## config.mk

```make
export PLATFORM = sky130hd
export DESIGN_NAME = memory_stage_hs
export DESIGN_NICKNAME = d
export VERILOG_FILES = /design/src/rtl/mem_stage_pkg.sv /design/src/rtl/dmem_hs_fsm.sv /design/src/rtl/memory_stage_hs.sv
export SDC_FILE = /design/constraint.sdc
export NUM_CORES = 1
export LEC_CHECK = 0
export ABC_CLOCK_PERIOD_IN_PS = 2150
export BUFFER_PORTS_ARGS = -buffer_cell sky130_fd_sc_hd__buf_2
export CAP_MARGIN = 20
export CORE_AREA = 2 2 122 124
export DETAILED_ROUTE_END_ITERATION = 6
export DIE_AREA = 0 0 124 126
export HOLD_SLACK_MARGIN = 0.03
export REMOVE_ABC_BUFFERS = 1
export SLEW_MARGIN = 20
export SYNTH_ARGS = -nofsm -noshare
export SYNTH_HDL_FRONTEND = slang
export SYNTH_SLANG_ARGS = --single-unit
```

## constraint.sdc

```tcl
create_clock -name clk -period 2.15 [get_ports clk]
set_clock_uncertainty 0.05 [all_clocks]
set_input_delay 0.1075 -clock clk [delete_from_list [all_inputs] [get_ports clk]]
set_output_delay 0.1075 -clock clk [all_outputs]
set_load 0.02 [all_outputs]
```

## src/rtl/mem_stage_pkg.sv

```systemverilog
// rtl/mem_stage_pkg.sv - shared types and constants for the MEM pipeline stage
package mem_stage_pkg;

  typedef enum logic {
    MS_IDLE = 1'b0,
    MS_WAIT = 1'b1
  } ms_state_t;

  localparam logic RESULT_ALU = 1'b0;
  localparam logic RESULT_MEM = 1'b1;

endpackage

```

## src/rtl/dmem_hs_fsm.sv

```systemverilog
// rtl/dmem_hs_fsm.sv - data-memory valid/ready handshake sequencer with wait timeout
module dmem_hs_fsm
  import mem_stage_pkg::*;
#(
  parameter int TIMEOUT = 16,
  parameter int CNT_W   = $clog2(TIMEOUT + 1)
) (
  input  logic clk,
  input  logic rst,
  input  logic issue,
  input  logic dmem_ready,
  output logic in_idle,
  output logic req,
  output logic stall,
  output logic complete,
  output logic abort
);

  ms_state_t        state;
  logic [CNT_W-1:0] wait_cnt;
  logic             at_limit;

  assign at_limit = (wait_cnt == CNT_W'(TIMEOUT));

  always_ff @(posedge clk) begin
    if (!rst) begin
      state    <= MS_IDLE;
      wait_cnt <= '0;
    end else begin
      case (state)
        MS_IDLE: begin
          if (issue && !dmem_ready) begin
            state    <= MS_WAIT;
            wait_cnt <= CNT_W'(1);
          end
        end
        MS_WAIT: begin
          // a late ready wins over the timeout in the same cycle
          if (dmem_ready || at_limit) begin
            state    <= MS_IDLE;
            wait_cnt <= '0;
          end else begin
            wait_cnt <= wait_cnt + CNT_W'(1);
          end
        end
        default: begin
          state    <= MS_IDLE;
          wait_cnt <= '0;
        end
      endcase
    end
  end

  assign in_idle  = (state == MS_IDLE);
  assign req      = rst & (in_idle ? issue : 1'b1);
  assign stall    = rst & (in_idle ? (issue & ~dmem_ready) : (~dmem_ready & ~at_limit));
  assign complete = req & dmem_ready;
  assign abort    = rst & ~in_idle & ~dmem_ready & at_limit;

endmodule

```

## src/rtl/memory_stage_hs.sv

```systemverilog
// rtl/memory_stage_hs.sv - MEM stage: load/store over a valid/ready data-memory port
// with upstream stall, M/W register bubble insertion and a sticky fault flag.
module memory_stage_hs
  import mem_stage_pkg::*;
#(
  parameter int DATA_W  = 32,
  parameter int TIMEOUT = 16,
  parameter int CNT_W   = $clog2(TIMEOUT + 1)
) (
  input  logic              clk,
  input  logic              rst,
  input  logic              RegWriteM,
  input  logic              MemWriteM,
  input  logic              ResultSrcM,
  input  logic [4:0]        RD_M,
  input  logic [DATA_W-1:0] PCPlus4M,
  input  logic [DATA_W-1:0] ALU_ResultM,
  input  logic [DATA_W-1:0] WriteDataM,
  output logic              StallM,
  output logic              dmem_req,
  output logic              dmem_we,
  output logic [DATA_W-1:0] dmem_addr,
  output logic [DATA_W-1:0] dmem_wdata,
  input  logic [DATA_W-1:0] dmem_rdata,
  input  logic              dmem_ready,
  output logic              RegWriteW,
  output logic              ResultSrcW,
  output logic [4:0]        RD_W,
  output logic [DATA_W-1:0] PCPlus4W,
  output logic [DATA_W-1:0] ALU_ResultW,
  output logic [DATA_W-1:0] ReadDataW,
  output logic              mem_fault
);

  logic access;
  logic misaligned;
  logic issue;
  logic in_idle;
  logic fsm_stall;
  logic complete;
  logic abort;
  logic fault_now;

  assign access     = MemWriteM | (ResultSrcM == RESULT_MEM);
  assign misaligned = access & (ALU_ResultM[1:0] != 2'b00);
  assign issue      = access & ~misaligned;
  assign fault_now  = (in_idle & misaligned) | abort;

  dmem_hs_fsm #(
    .TIMEOUT (TIMEOUT),
    .CNT_W   (CNT_W)
  ) u_fsm (
    .clk        (clk),
    .rst        (rst),
    .issue      (issue),
    .dmem_ready (dmem_ready),
    .in_idle    (in_idle),
    .req        (dmem_req),
    .stall      (fsm_stall),
    .complete   (complete),
    .abort      (abort)
  );

  assign StallM     = fsm_stall;
  assign dmem_we    = MemWriteM;
  assign dmem_addr  = {ALU_ResultM[DATA_W-1:2], 2'b00};
  assign dmem_wdata = WriteDataM;

  // Stalled cycles retire a bubble; the held M inputs retire once, on completion or fault.
  always_ff @(posedge clk) begin
    if (!rst) begin
      RegWriteW   <= 1'b0;
      ResultSrcW  <= 1'b0;
      RD_W        <= '0;
      PCPlus4W    <= '0;
      ALU_ResultW <= '0;
      ReadDataW   <= '0;
      mem_fault   <= 1'b0;
    end else begin
      if (fsm_stall) begin
        RegWriteW   <= 1'b0;
        ResultSrcW  <= 1'b0;
        RD_W        <= '0;
        PCPlus4W    <= '0;
        ALU_ResultW <= '0;
        ReadDataW   <= '0;
      end else begin
        RegWriteW   <= RegWriteM & ~fault_now;
        ResultSrcW  <= ResultSrcM;
        RD_W        <= RD_M;
        PCPlus4W    <= PCPlus4M;
        ALU_ResultW <= ALU_ResultM;
        ReadDataW   <= (complete && ResultSrcM != RESULT_ALU) ? dmem_rdata : '0;
      end
      if (fault_now) begin
        mem_fault <= 1'b1;
      end
    end
  end

endmodule

```

After elaboration in Yosys (flattened, before gate mapping)
Index checks and enable logic that the tools add are counted.

storage, ports and cells
  register bits after elaboration = 110
  output and inout port bits = 171

operators by class
  $add $sub $neg = 1
  equality and inequality tests = 2
  muxes and demuxes = 8
  bitwise logic cells = 21
  reductions and logical operators = 7

operators by type and width
  cell                 count
  $and 1x1->1          12
  $mux 5               2
  $pmux 5 s2           1
  $not 1->1            7
  $add 5x1->5 const B  1
  $eq 5x5->1 const B   1
  $mux 1               4
  $reduce_or 3->1      1
  $logic_and 1x1->1    2
  $ne 2x1->1 const B   1
  $or 1x1->1           2
  $pmux 1 s2           1
  $reduce_bool 2->1    1
  $reduce_or 2->1      1
  $logic_not 1->1      1
  $logic_or 1x1->1     1

Logic depth before layout (Yosys ltp)
  depth in word-level cells = 10
  mapped depth = 6

Cells and area by module
Synthesis repeated with hierarchy kept, for this count alone.

unflattened totals
  cells, all modules = 331
  area total of the unflattened synthesis = 3771.1 um2

modules (own cells, without submodules)
  module           times used  cells an instance  area an instance (um2)  sequential area each (um2)
  memory_stage_hs  1           290                3403.3                  2082.0
  dmem_hs_fsm      1           41                 367.9                   120.1

Worst setup path after synthesis
Ideal clock, no wire load.

  path type = reg-to-output
  start = register u_fsm.wait_cnt[0]
  end = output port StallM
  arrival = 1.400 ns
  data required time = 1.992 ns
  setup slack = 0.592 ns
  cell stages (with the launch flop) = 6
  path through = dfxtp_1 > inv_1 > ha_1 > nor4bb_4 > a21oi_4 > and3_1

between the ends
  longest elaborated chain between the ends = 5

RTL lines
  what                      line                   text
  start: declaration        dmem_hs_fsm.sv:20      logic [CNT_W-1:0] wait_cnt;
  start signal: assignment  dmem_hs_fsm.sv:43      wait_cnt <= wait_cnt + CNT_W'(1);
  $eq 5x5->1                dmem_hs_fsm.sv:23      assign at_limit = (wait_cnt == CNT_W'(TIMEOUT));
  $not 1->1                 dmem_hs_fsm.sv:56      assign stall = rst & (in_idle ? (issue & ~dmem_ready) : (~dmem_ready & ~at_limit));
  $and 1x1->1               dmem_hs_fsm.sv:56
  $mux 1                    dmem_hs_fsm.sv:56
  $and 1x1->1               dmem_hs_fsm.sv:56
  end: declaration          memory_stage_hs.sv:19  output logic StallM,

Every way passes these cells.

Worst setup path in the final report
Ends and elaborated chain as after synthesis.

==> flow_metrics.py <==
metrics = {
    "run_status": {
        "outcome": "completed",
    },
    "synthesis": {
        "synth.cells.most_frequent": "dfxtp_1 (110), nand2_1 (71), a21oi_2 (70), buf_4 (66), and2_1 (34)",
        "netlist_area_sq_um": 4263,
        "synth.distinct_cells": 33,
        "synthXorXnorAreaFrac_pct": 0.2055,
        "synth.avg_cell_area_sq_um": 10.20,
        "netlist_instances": 418,
        "synthAdderAreaFrac_pct": 0.5870,
        "synth.area.top_cells": "dfxtp_1 (52%), a21oi_2 (14%), buf_4 (12%)",
        "synth_edf_count": 0,
        "synth.top_cell.area_share_pct": 51.66,
        "synth_top_area_cell": "dfxtp_1",
        "async_flop_share_pct": 0,
        "yosysWarnings": 0,
        "synth.most_common_cell": "dfxtp_1",
        "ys.flop_type": "dfxtp_1",
        "ys_seq_area_share_pct": 51.66,
        "synth-compound-area-share_pct": 17.64,
        "synth-seq-cells": 110,
        "synth_top_family_by_area": "compound AO/OA/AOI/OAI gates",
        "synth_mux_area_share_pct": 0,
        "yosys.area_share.simple_pct": 13.97,
    },
    "final_layout": {
        "drive_gt1_share_pct": 48.85,
        "stdcell_count": 880,
        "fin_area_sq_um": 6497,
        "diodes": 0,
        "nNetsFinal": 832,
        "syn_to_final_growth_pct": 52.42,
        "final_util_pct": 45.39,
    },
    "route": {
        "drtAntennaViolNets": 0,
        "num_vias": 3793,
        "drc_errors": 0,
        "postRouteWirelength_microns": 13790,
        "vias_per_cell": 4.310,
        "drtIter0Drc": 113,
        "wire_per_inst_microns": 15.67,
        "drt_pass1_iterations": 4,
    },
    "sta": {
        "whs_ns": 0.1233,
        "drv_slew": 0,
        "final_hold_viol_count": 0,
        "tns_ns": 0,
        "worst_slack_ns": 0.1775,
        "fin_crit_ns": 1.973,
        "rsz0062_at_grt": "false",
        "setup_violations": 0,
        "fmax_ghz": 0.5070,
        "post-route-period-util_pct": 91.74,
    },
    "global_route": {
        "grtUsageMet1_pct": 16.96,
        "busiest_layer": "met2",
        "grtUsageMet2_pct": 27.67,
        "grt_use_total_pct": 17.28,
        "grt-ovfl-total": 0,
        "grt_pass1_vias": 3878,
        "antenna_found_initial": 0,
        "met3_usage_pct": 12.05,
        "grt_max_degree": 57,
        "grt_pass1_wl_microns": 20100,
    },
    "setup_path": {
        "crit_path_max_incr_delay_ns": 0.38,
        "arrival_ns": 1.82,
        "startpoint_type": "flip-flop",
        "path_cells": "inv_1 > ha_1 > nor4bb_4 > a21oi_4 > and3_4 > buf_2",
        "crit_path_end_kind": "primary output",
        "path_buf_inv": 2,
        "worstSetupPathType": "reg -> out",
        "worstPathMaxFanout": 4,
        "worst_path_max_delay_cell": "dfxtp_1",
        "worstPathRequired_ns": 1.99,
        "critPathTopFamily": "simple AND/OR/NAND/NOR gates",
    },
    "placement": {
        "port_buffers": 243,
        "place_congestion": 0.7947,
        "dp_hpwl_microns": 9554,
        "pre_cts_slack_ns": 0.4043,
        "placed_cell_area_sq_um": 5141,
        "post-place-cells": 761,
    },
    "clocking": {
        "tritoncts": "yes",
        "clockBufferDepth": 2,
        "h-tree-depth": 3,
        "clkLatencyLatePin_ns": 0.34,
        "cts_made_buffers": 9,
        "clkTransAtPathRegs_ns": 0.07,
        "clkSinkCount": 110,
        "clockRootBuffer": "clkbuf_16",
    },
    "floorplanning": {
        "dieHeight_microns": 126,
        "num_io_pins": 310,
        "rows": 44,
        "core_area_sq_um": 14310,
        "die-area_sq_um": 15620,
        "die_w_microns": 124,
        "start_util_pct": 29.78,
    },
    "run": {
        "cap_violations": 0,
    },
    "power_and_ir_drop": {
        "p_leak_nw": 3.160,
        "pwr_density_cell_nw_per_um2": 719.2,
        "peakVddDrop_mv": 0.4083,
        "finalPower_mw": 4.673,
    },
    "worst_hold_path": {
        "min_path_type": "in -> reg",
    },
}
[worst register-to-register path: cells and delay by family, from the launching register on]
family | cells | cell delay [ns]
buffers and inverters | 2 | 0.43
AOI/OAI and AO/OA | 2 | 0.39
DFF | 1 | 0.38
adders and majority gates | 1 | 0.23
and+or+nand+nor | 1 | 0.17
[sequential cells by signal, summed over array words and instances (netlist names)]
| register | count |
|---|---|
| ALU_ResultW | 32 |
| PCPlus4W | 32 |
| RD_W | 5 |
| ReadDataW | 32 |
| RegWriteW | 1 |
| ResultSrcW | 1 |
| mem_fault | 1 |
| u_fsm.state | 1 |
| u_fsm.wait_cnt | 5 |
[layout by cell type (no fill, tap or decap), types with 4 or more instances in the layout]
cell type	count
clkbuf_16	9
clkbuf_8	4
buf_4	5
dlygate4sd3_1	103
a21oi_1	4
buf_2	243
and2_1	34
dfxtp_1	110
nand2_1	71
inv_1	5
a21oi_2	70
[where the power goes]
| group | internal, mW | switching [mW] |
|---|---|---|
| registers | 2.13 | 0.0247 |
| logic | 0.350 | 0.439 |
| clock network | 1.03 | 0.707 |
| total | 3.50 | 1.17 |
[cell type report]
cell class                      count  area (sq um)
Clock buffer                       13         280.3
Clock inverter                      3         40.04
Fill cell                        1356          7816
Inverter                            5         18.77
Multi-Input combinational cell    212          1401
Sequential cell                   110          2202
Tap cell                          184         230.2
Timing Repair Buffer              353          2325
[metal layers]
layer / up-vias / routed length [microns]
met1: 1746 / 4886
met4: 2 / 294
met2: 194 / 6488
met3: 27 / 2018
met5: - / 101
li1: 1824 / -
[cells by family after synthesis]
| logic type | count (synthesis) |
|---|---|
| AND/OR/NAND/NOR | 120 |
| flip-flops | 110 |
| buffers and inverters | 97 |
| AO/OA/AOI/OAI | 87 |
| adder cells (fa/ha/maj) | 2 |
| XOR/XNOR | 1 |
| other | 1 |
[timing repair]
action | 4_1_cts | 5_1_grt
setup buffers | 0 | 0
hold buffers | 103 | 0
setup endpoints to repair | 0 | 1
gates resized for setup | 0 | 1
hold endpoints to repair | 103 | 0
[worst paths after layout]
check                    start                end  slack (ns)  cells past startpoint
min                        rst          mem_fault        0.12                      3
min reg2reg  u_fsm.wait_cnt[4]  u_fsm.wait_cnt[4]        0.49                      1
max reg2reg  u_fsm.wait_cnt[0]    ALU_ResultW[20]        0.38                      6
max          u_fsm.wait_cnt[0]             StallM        0.18                      6
No activity file was read; power rests on OpenSTA's default activity.
